**src/rtl/rat_io_ports.sv**
```systemverilog
// rat_io_ports: RAT MCU peripheral I/O stage.
// Holds the LED and 7-seg output registers and the read mux for IN_PORT.
// Synchronizes the switches, and debounces the button into a latched INT
// request that software clears by writing port 0xF0.
// Optional feature macro: RAT_IO_PRESS_CNT_EN adds an 8-bit accepted-press
// counter, readable at port 0x23. When it is undefined, that port reads 0x00.
module rat_io_ports #(
    parameter int unsigned DB_COUNT = 50000,
    parameter int unsigned CNT_W    = 16
) (
    input  logic       CLK,
    input  logic       RESET,
    input  logic [7:0] PORT_ID,
    input  logic [7:0] OUT_PORT,
    input  logic       IO_STRB,
    input  logic [7:0] SWITCHES,
    input  logic       BTN,
    output logic [7:0] IN_PORT,
    output logic [7:0] LEDS,
    output logic [7:0] SSEG_VAL,
    output logic       INT
);

    localparam logic [7:0] ID_LEDS = 8'h40;
    localparam logic [7:0] ID_SSEG = 8'h81;
    localparam logic [7:0] ID_ACK  = 8'hF0;
    localparam logic [7:0] ID_SW   = 8'h20;
    localparam logic [7:0] ID_BTN  = 8'h21;
    localparam logic [7:0] ID_INT  = 8'h22;
`ifdef RAT_IO_PRESS_CNT_EN
    localparam logic [7:0] ID_CNT  = 8'h23;
`endif

    localparam logic [CNT_W-1:0] CNT_LAST = CNT_W'(DB_COUNT - 1);
    localparam logic [CNT_W-1:0] CNT_ONE  = CNT_W'(1);

    typedef enum logic [1:0] {
        IDLE    = 2'd0,
        WAIT_HI = 2'd1,
        PRESSED = 2'd2,
        WAIT_LO = 2'd3
    } db_state_t;

    logic [7:0]       r_sw_m;
    logic [7:0]       r_sw_s;
    logic             r_btn_m;
    logic             r_btn_s;
    db_state_t        r_state;
    db_state_t        w_state_nxt;
    logic [CNT_W-1:0] r_cnt;
    logic [CNT_W-1:0] w_cnt_nxt;
    logic             w_accept;
    logic             w_btn_db;
    logic             w_ack;
    logic [7:0]       r_leds;
    logic [7:0]       r_sseg;
    logic             r_int;
`ifdef RAT_IO_PRESS_CNT_EN
    logic [7:0]       r_press_cnt;
`endif

    // Two-flop synchronizers for the asynchronous switch and button inputs
    always_ff @(posedge CLK or posedge RESET) begin
        if (RESET) begin
            r_sw_m  <= 8'h00;
            r_sw_s  <= 8'h00;
            r_btn_m <= 1'b0;
            r_btn_s <= 1'b0;
        end else begin
            r_sw_m  <= SWITCHES;
            r_sw_s  <= r_sw_m;
            r_btn_m <= BTN;
            r_btn_s <= r_btn_m;
        end
    end

    // Debounce state and stability counter registers
    always_ff @(posedge CLK or posedge RESET) begin
        if (RESET) begin
            r_state <= IDLE;
            r_cnt   <= '0;
        end else begin
            r_state <= w_state_nxt;
            r_cnt   <= w_cnt_nxt;
        end
    end

    // Debounce next-state: a level must hold DB_COUNT cycles to be accepted
    always_comb begin
        w_state_nxt = r_state;
        w_cnt_nxt   = r_cnt;
        w_accept    = 1'b0;
        case (r_state)
            IDLE: begin
                if (r_btn_s) begin
                    w_state_nxt = WAIT_HI;
                    w_cnt_nxt   = '0;
                end
            end
            WAIT_HI: begin
                if (!r_btn_s) begin
                    w_state_nxt = IDLE;
                end else if (r_cnt == CNT_LAST) begin
                    w_state_nxt = PRESSED;
                    w_accept    = 1'b1;
                end else begin
                    w_cnt_nxt = r_cnt + CNT_ONE;
                end
            end
            PRESSED: begin
                if (!r_btn_s) begin
                    w_state_nxt = WAIT_LO;
                    w_cnt_nxt   = '0;
                end
            end
            WAIT_LO: begin
                // A bounce back high resumes the press without a new event
                if (r_btn_s) begin
                    w_state_nxt = PRESSED;
                end else if (r_cnt == CNT_LAST) begin
                    w_state_nxt = IDLE;
                end else begin
                    w_cnt_nxt = r_cnt + CNT_ONE;
                end
            end
            default: begin
                w_state_nxt = IDLE;
                w_cnt_nxt   = '0;
            end
        endcase
    end

    assign w_btn_db = (r_state == PRESSED) || (r_state == WAIT_LO);
    assign w_ack    = IO_STRB && (PORT_ID == ID_ACK);

    // Output registers loaded by MCU port writes
    always_ff @(posedge CLK or posedge RESET) begin
        if (RESET) begin
            r_leds <= 8'h00;
            r_sseg <= 8'h00;
        end else if (IO_STRB) begin
            if (PORT_ID == ID_LEDS) r_leds <= OUT_PORT;
            if (PORT_ID == ID_SSEG) r_sseg <= OUT_PORT;
        end
    end

    // Interrupt latch: an accepted press sets it and overrides a same-cycle ack
    always_ff @(posedge CLK or posedge RESET) begin
        if (RESET) begin
            r_int <= 1'b0;
        end else if (w_accept) begin
            r_int <= 1'b1;
        end else if (w_ack) begin
            r_int <= 1'b0;
        end
    end

`ifdef RAT_IO_PRESS_CNT_EN
    // Accepted-press counter, wraps naturally at 8 bits
    always_ff @(posedge CLK or posedge RESET) begin
        if (RESET) begin
            r_press_cnt <= 8'h00;
        end else if (w_accept) begin
            r_press_cnt <= r_press_cnt + 8'h01;
        end
    end
`endif

    // Read mux to the MCU, combinational from PORT_ID
    always_comb begin
        IN_PORT = 8'h00;
        case (PORT_ID)
            ID_SW:  IN_PORT = r_sw_s;
            ID_BTN: IN_PORT = {7'b0, w_btn_db};
            ID_INT: IN_PORT = {7'b0, r_int};
`ifdef RAT_IO_PRESS_CNT_EN
            ID_CNT: IN_PORT = r_press_cnt;
`endif
            default: IN_PORT = 8'h00;
        endcase
    end

    assign LEDS     = r_leds;
    assign SSEG_VAL = r_sseg;
    assign INT      = r_int;

endmodule

```
**config.mk**
```make
export PLATFORM = sky130hd
export DESIGN_NAME = rat_io_ports
export DESIGN_NICKNAME = d
export VERILOG_FILES = /design/src/rtl/rat_io_ports.sv
export SDC_FILE = /design/constraint.sdc
export NUM_CORES = 1
export LEC_CHECK = 0
export ABC_AREA = 1
export CORE_MARGIN = 2
export CORE_UTILIZATION = 30
export CTS_BUF_LIST = sky130_fd_sc_hd__clkbuf_16
export CTS_CLUSTER_DIAMETER = 50
export DETAILED_ROUTE_END_ITERATION = 8
export DONT_BUFFER_PORTS = 1
export PLACE_DENSITY = 0.52
export SLEW_MARGIN = 20
export SYNTH_ARGS = -nofsm -noshare
export SYNTH_HDL_FRONTEND = slang
export SYNTH_SLANG_ARGS = --single-unit
```
**constraint.sdc**
```tcl
create_clock -name CLK -period 1.6 [get_ports CLK]
set_input_delay 0 -clock CLK [delete_from_list [all_inputs] [get_ports CLK]]
set_output_delay 0 -clock CLK [all_outputs]
set_load 0.05 [all_outputs]
```
* After elaboration in Yosys (flattened, before gate mapping) *
Index checks and enable logic that the tools add are counted.

word-level totals
  bits in registers = 53
  input bits = 28
  output and inout bits = 25

operators by class
  add/subtract/negate cells = 1
  eq/ne operators = 16
  mux-type cells = 19
  reduce and logical (&&, ||, !) cells = 8

operators by type and width
  kind                     number
  $mux W16                 5
  $pmux W16 S4             1
  $eq A8 B6 Y1 const B     3
  $pmux W8 S3              1
  $add A16 B1 Y16 const B  1
  $eq A16 B16 Y1 const B   1
  $eq A8 B8 Y1 const B     2
  $mux W2                  6
  $eq A8 B7 Y1 const B     1
  $ne A2 B2 Y1 const B     4
  $pmux W2 S4              1
  $reduce_and A4 Y1        2
  $ne A3 B3 Y1 const B     2
  $mux W1                  5
  $eq A2 B2 Y1 const B     2
  $reduce_and A2 Y1        2
  $eq A2 B1 Y1 const B     1
  $logic_not A2 Y1         1
  $reduce_bool A2 Y1       1
  $logic_and A1 B1 Y1      1
  $logic_or A1 B1 Y1       1

* Logic depth before layout (Yosys ltp) *
Gate-level depths: netlist of run 1.

  depth in word-level cells = 5
  mapped depth = 10
  depth with buffers taken out = 9

* Worst setup path after synthesis of run 1 *
OpenSTA, ideal clock, no wires.

  kind = register to register
  from = reg r_cnt[0]
  to = reg r_cnt[7]
  arrival time = 1.329 ns
  required time = 1.482 ns
  slack = 0.153 ns
  cell stages (with the launch flop) = 11
  period minus slack after synthesis = 1.447 ns
  cell sequence = dfrtp_1 ha_1 nand2_2 nor2_2 nand2_2 nor2_4 nor2_4 inv_8 buf_12 nand2_1 o21ai_2

on the way
  word-level cells in the longest chain between the ends = 4
  elaborated cells on any way between the ends = 6
  classes of those cells = add/sub: 1; eq/ne: 1; mux: 4

RTL lines
  element                                            line      source
  start, declared                                    50        logic [CNT_W-1:0] r_cnt;
  start signal, assigned                             84        r_cnt <= w_cnt_nxt;
  $add A16 B1 Y16 or $eq A16 B16 Y1 (tied branches)  -
  $mux W16 *                                         103, 120
  $mux W16, on equally long branches                 118, 101
  $pmux W16 S4 *                                     93        case (r_state)

Mark *: on every way between the ends. The rest lies on a longest branch, timed or not. The select of a mux whose other input is x is not followed.
A chain may end at the register's enable or synchronous reset.

* Final worst setup path of run 1 *
  from = reg r_cnt[12]
  to = reg r_cnt[2]

on the way
  word-level cells in the longest chain between the ends = 4
  elaborated cells on any way between the ends = 5
  classes of those cells = eq/ne: 1; mux: 4

RTL lines
  element                             line
  $eq A16 B16 Y1 *                    103, 120
  $mux W16 *                          -
  $mux W16, on equally long branches  -
  $pmux W16 S4 *                      -

Marked as above.

==> results of run 1 <==
[layout make-up]
cell class / count / area (um^2) / area share [%]
Timing Repair Buffer: 43 / 432.9 / 13.58
Tap cell: 105 / 131.4 / 4.122
Inverter: 37 / 151.4 / 4.751
Clock buffer: 5 / 125.1 / 3.926
Sequential cell: 53 / 1328 / 41.66
Timing Repair inverter: 1 / 8.758 / 0.2748
Clock inverter: 3 / 43.79 / 1.374
Multi-Input combinational cell: 188 / 965.9 / 30.31
[synthesized netlist by cell type, drive strengths merged]
master   n
nand3   26
nor2    33
a21oi    1
buf      7
xor2     2
inv     37
dfrtp   53
nor3b    1
nand4    9
nor3     2
o31ai    1
nand3b   1
o21ai   31
nor4     1
nand2   73
xnor2    1
o21bai   2
ha       1
or2      3
[routing by layer]
| layer | up-vias | part of all wire (%) | global-route usage [%] | wire length [um] |
|---|---|---|---|---|
| li1 | 997 | - | - | - |
| met5 | - | 0 | 0 | 0 |
| met2 | 43 | 51 | 19.89 | 2728 |
| met1 | 940 | 44 | 15.61 | 2344 |
| met4 | 0 | 0.93 | 4.227 | 50 |
| met3 | 5 | 4.7 | 2.925 | 251 |
[logic make-up after synthesis]
family | count (synthesis) | synth area share [%]
xor gates and xnor gates | 3 | 1.053
and+or+nand+nor | 149 | 27.82
AOI/OAI and AO/OA | 35 | 8.822
buffers and inverters | 44 | 8.671
adders and majority gates | 1 | 0.5012
DFF | 53 | 53.13
[sequential cells by signal, summed over array words and instances (netlist names), named ones only]
signal	flops
r_state	1
SSEG_VAL	8
LEDS	8
r_btn_m	1
r_btn_s	1
r_sw_s	8
r_cnt	16
r_sw_m	8
INT	1
[critical path: stages, from the launching register on]
cell	delay, ns
dfrtp_1	0.44
inv_1	0.09
nand2_1	0.05
nor2_1	0.16
nand2_2	0.10
nor2_4	0.15
nor2_4	0.08
buf_12	0.15
buf_12	0.12
nand4_1	0.07
nand2_1	0.06
[power groups by stage]
stage               sequential [mW]  combinational, mW  clock, mW
floorplan                      1.52              0.115          0
global placement               1.51              0.161          0
detailed placement             1.51              0.164          0
CTS                            1.49              0.207       1.26
global route                   1.49              0.255       1.32
finish                         1.49              0.228       1.23
[through the flow]
| step | instances | total power, mW |
|---|---|---|
| after CTS | 429 | 2.951 |
| after detailed placement | 399 | 1.679 |
| final | 435 | 2.946 |
| after global routing | 435 | 3.067 |
| after floorplan | 285 | 1.632 |
| after global placement | 399 | 1.674 |
[worst max path at each step]
stage	start	endpoint	slack, ns	depth (start not counted)
6_report	r_cnt[12]$_DFFE_PP0P_	r_cnt[2]$_DFFE_PP0P_	0.03	10
5_1_grt	r_cnt[1]$_DFFE_PP0P_	r_cnt[2]$_DFFE_PP0P_	-0.07	10
4_1_cts	r_cnt[0]$_DFFE_PP0P_	r_cnt[8]$_DFFE_PP0P_	0.06	9
3_5_place_dp	r_cnt[0]$_DFFE_PP0P_	r_cnt[8]$_DFFE_PP0P_	0.07	9
3_3_place_gp	r_cnt[0]$_DFFE_PP0P_	r_cnt[8]$_DFFE_PP0P_	0.12	9
2_1_floorplan	r_cnt[0]$_DFFE_PP0P_	r_cnt[7]$_DFFE_PP0P_	0.15	10
[what timing repair did]
action                                  in CTS  in global routing
gates resized for setup                      0                  7
endpoints found under the setup margin       0                 16
hold buffers                                22                  0
buffers inserted                             0                  4
endpoints found under the hold margin       79                  0
==> impl_metrics.tcl, run 1 <==
set metrics [dict create \
    pwr-share-seq_pct 50.5 \
    yosys.cell_types.count 32 \
    clock_power_share_pct 41.8 \
    vias 1985 \
    die_w_um 95.22 \
    grt_max_degree 54 \
    area_growth_pct 27.67 \
    ant_nets 0 \
    vdd_drop_max_v 0.0004663 \
    route.detailed.drc 0 \
    post-route-util_pct 39.18 \
    wl_um 5374 \
    reg2reg_depth 10 \
    holdPathEnd "INT$_DFFE_PP0P_" \
    die_area_um2 9066 \
    clock-sinks 53 \
    final_cell_mix "nand2_1 (62), dfrtp_1 (52), inv_1 (34)" \
    finalInstanceArea_um2 3187 \
    wl_per_cell_um 12.35 \
    path_class "register to register" \
    p_int_mw 2.237 \
    maxCapViolCount 0 \
    layout_min_cycle_time_ns 1.569 \
    grt_pass1_vias 1891 \
    setup_ws_ns 0.03051 \
    ys_seq_elements 53 \
    routabilityCongestion 0.7587 \
    rsz0062_at_grt "yes" \
    htree_levels 2 \
    startpoint_type "register" \
    r2r_slack_ns 0.03 \
    port_buffers 0 \
    numCtsBuffers 5 \
    synth_top_area_share_pct 53.13 \
    finClkSkew_ns 0.005273 \
    r2r-end "r_cnt[2]$_DFFE_PP0P_" \
    fmax_ghz 0.6372 \
    initialDrtViolationCount 71 \
    setup_tns_ns 0 \
    timing.hold.ws_ns 0.01406 \
    finalHoldViolCount 0 \
    p_sw_share_pct 24.07 \
    worstMarginPinSlew_ns 0.5066 \
    clock-root-buffer "clkbuf_16" \
    synth_nets 314 \
    cp-end-kind "register" \
    synthCells 285 \
    max-slew-margin-rel_pct 66.23 \
    syn_area_um2 2496 \
    cts_tree "built" \
    fill_cells 821 \
    synth_area_per_cell_um2 8.758 \
    p_leak_nw 1.446 \
    grt_use_total_pct 12.12 \
    start_util_pct 30.69 \
    rr_startpoint "r_cnt[12]$_DFFE_PP0P_" \
    grt_pass1_wl_um 8604 \
    cts.path.max_buffers 2 \
    crit_arrival_ns 1.75 \
    clock_latency_ns 0.29 \
    p_comb_share_pct 7.7 \
    setup_viol 0 \
    final_common_cell "nand2_1" \
    min-delay-start "PORT_ID[2]" \
    p_sw_uw 709.3 \
    ys_seq_area_share_pct 53.13 \
    synth_warnings 0 \
    die-height_um 95.22 \
    clkTransAtPathRegs_ns 0.07 \
    p_per_area_nw_per_um2 924.5 \
    diodes 0 \
    yosys-top-cells-area "dfrtp_1 (53%), nand2_1 (9.5%), inv_1 (5.3%)" \
    io_pins 53 \
    yosys.area.top_type "dfrtp_1" \
    min_period_over_period_pct 98.09 \
    row_count 33 \
    slew_violations 0 \
    place_area_um2 2703 \
    outcome "completed" \
    fin_nets 358 \
    viasPerCell 4.563 \
    place_ws_ns 0.06945 \
    dr.pass1.iters 4 \
    drive_gt1_share_pct 20.30 \
    dp_hpwl_um 3669 \
    holdPathStages 4 \
    hold_path_class "primary input to register" \
    grt-ovfl-total 0 \
    cp.required_ns 1.78 \
    crit_fanout 5 \
    core_um2 8134 \
    antenna_found_initial 0 \
]
(Power assumes the default switching activity.)
==> run 2: changes to the inputs <==
Clock period 1.6 ns to 1.7 ns, I/O delays scaled along.
==> run 2 against run 1 <==
Against the previous run: utilization decreased by 1.2 points; clock-buffer cell count unchanged; combinational power decreased by 18%; fmax decreased by 1.8%; non-clock buffer count decreased by 7; critical endpoint unchanged; highest routed layer unchanged.
==> impl_metrics.tcl, run 2 (synthesized netlist as in run 1, its figures left out) <==
set metrics [dict create \
    row_count 33 \
    routabilityCongestion 0.7824 \
    startpoint_type "register" \
    finalInstanceArea_um2 3089 \
    p_per_area_nw_per_um2 853.1 \
    port_buffers 0 \
    fill_cells 810 \
    grt-ovfl-total 0 \
    setup_viol 0 \
    start_util_pct 30.69 \
    die_w_um 95.22 \
    dp_hpwl_um 3522 \
    fmax_ghz 0.6257 \
    initialDrtViolationCount 99 \
    top_register "r_cnt" \
    final_cell_mix "nand2_1 (63), dfrtp_1 (50), inv_1 (34)" \
    fin_nets 351 \
    wl_um 5154 \
    grt_pass1_vias 1805 \
    core_um2 8134 \
    place_area_um2 2653 \
    p_leak_nw 1.379 \
    max-slew-margin-rel_pct 63.67 \
    viasPerCell 4.528 \
    vdd_drop_max_v 0.0004616 \
    clock-sinks 53 \
    power_mw 2.636 \
    path_class "register to register" \
    crit_fanout 6 \
    cts_tree "built" \
    finalHoldViolCount 0 \
    dr.pass1.iters 4 \
    vias 1938 \
    grt_use_total_pct 11.46 \
    die-height_um 95.22 \
    htree_levels 2 \
    layout_min_cycle_time_ns 1.598 \
    finClkSkew_ns 0.004667 \
    drive_gt1_share_pct 17.96 \
    slew_violations 0 \
    grt_pass1_wl_um 8169 \
    route.detailed.drc 0 \
    crit_arrival_ns 1.79 \
    outcome "completed" \
    clock-root-buffer "clkbuf_16" \
    diodes 0 \
    largest_register_ffs 16 \
    die_area_um2 9066 \
    ant_nets 0 \
    cp-end-kind "register" \
    clock_latency_ns 0.29 \
    hold_path_class "primary input to register" \
    grt_max_degree 54 \
    clkTransAtPathRegs_ns 0.07 \
    area_growth_pct 23.76 \
    cp.required_ns 1.89 \
    numCtsBuffers 5 \
    antenna_found_initial 0 \
    min_period_over_period_pct 94.01 \
    wl_per_cell_um 12.04 \
    cts.path.max_buffers 2 \
    io_pins 53 \
    worstMarginPinSlew_ns 0.5434 \
    maxCapViolCount 0 \
    final_common_cell "nand2_1" \
]
==> run 2: final timing paths <==
path	from	slack (ns)	cells after the start	endpoint
max	r_cnt[1]$_DFFE_PP0P_	0.10	10	r_cnt[2]$_DFFE_PP0P_
min	PORT_ID[2]	0.01	4	INT$_DFFE_PP0P_
max reg2reg	r_cnt[1]$_DFFE_PP0P_	0.10	10	r_cnt[2]$_DFFE_PP0P_
min reg2reg	r_sw_m[0]$_DFF_PP0_	0.35	0	r_sw_s[0]$_DFF_PP0_
max in group asynchronous	RESET	1.27	3	r_cnt[11]$_DFFE_PP0P_
min in group asynchronous	RESET	0.20	3	SSEG_VAL[2]$_DFFE_PP0P_
==> run 2: repair_timing <==
action	in CTS	in global routing
setup buffers	0	3
hold buffers	22	0
setup endpoints to repair	0	7
gates resized for setup	0	6
hold endpoints to repair	79	0
==> run 2: worst max-delay path, cell delays in order, from the launching register on <==
cell     delay (ns)
dfrtp_2        0.42
ha_4           0.16
nand2_2        0.08
nor2_2         0.13
nand2_2        0.09
nor2_4         0.14
nor2_4         0.06
buf_12         0.13
buf_4          0.15
nand4_1        0.08
nand2_1        0.05
==> run 2: area by class of cell <==
type,count,area (um^2),share of cell area (%)
repair inverters,1,8.758,0.2835
clock buffers,5,125.1,4.050
flip-flops and latches,53,1330,43.05
well taps,105,131.4,4.253
repair buffers,36,350.3,11.34
inverters,37,151.4,4.901
multi-input cells,188,965.9,31.27
clock inverters,3,26.28,0.8505
==> run 2: where the power goes <==
group | internal, mW | switching [mW]
registers | 1.31 | 0.102
logic | 0.0851 | 0.102
clock network | 0.556 | 0.479
total | 1.95 | 0.684
==> run 2: metal layers <==
metal  track usage [%]  wire length, um
met1             14.37             2206
met4             3.261               54
met5                 0                0
met2             19.42             2683
met3             3.004              209
==> run 2: stage by stage <==
step / hold slack (ns) / TNS [ns] / instances / setup slack [ns] / util, %
4_1_cts: 0.01060 / 0 / 424 / 0.1087 / 37.18
5_1_grt: 0.05527 / -0.0002980 / 428 / -0.0002980 / 37.98
2_1_floorplan: 0.03143 / 0 / 285 / 0.2528 / -
3_3_place_gp: -0.04382 / 0 / 394 / 0.1819 / 32.61
6_report: 0.01201 / 0 / 428 / 0.1018 / 37.98
3_5_place_dp: -0.04006 / 0 / 394 / 0.1245 / 32.61
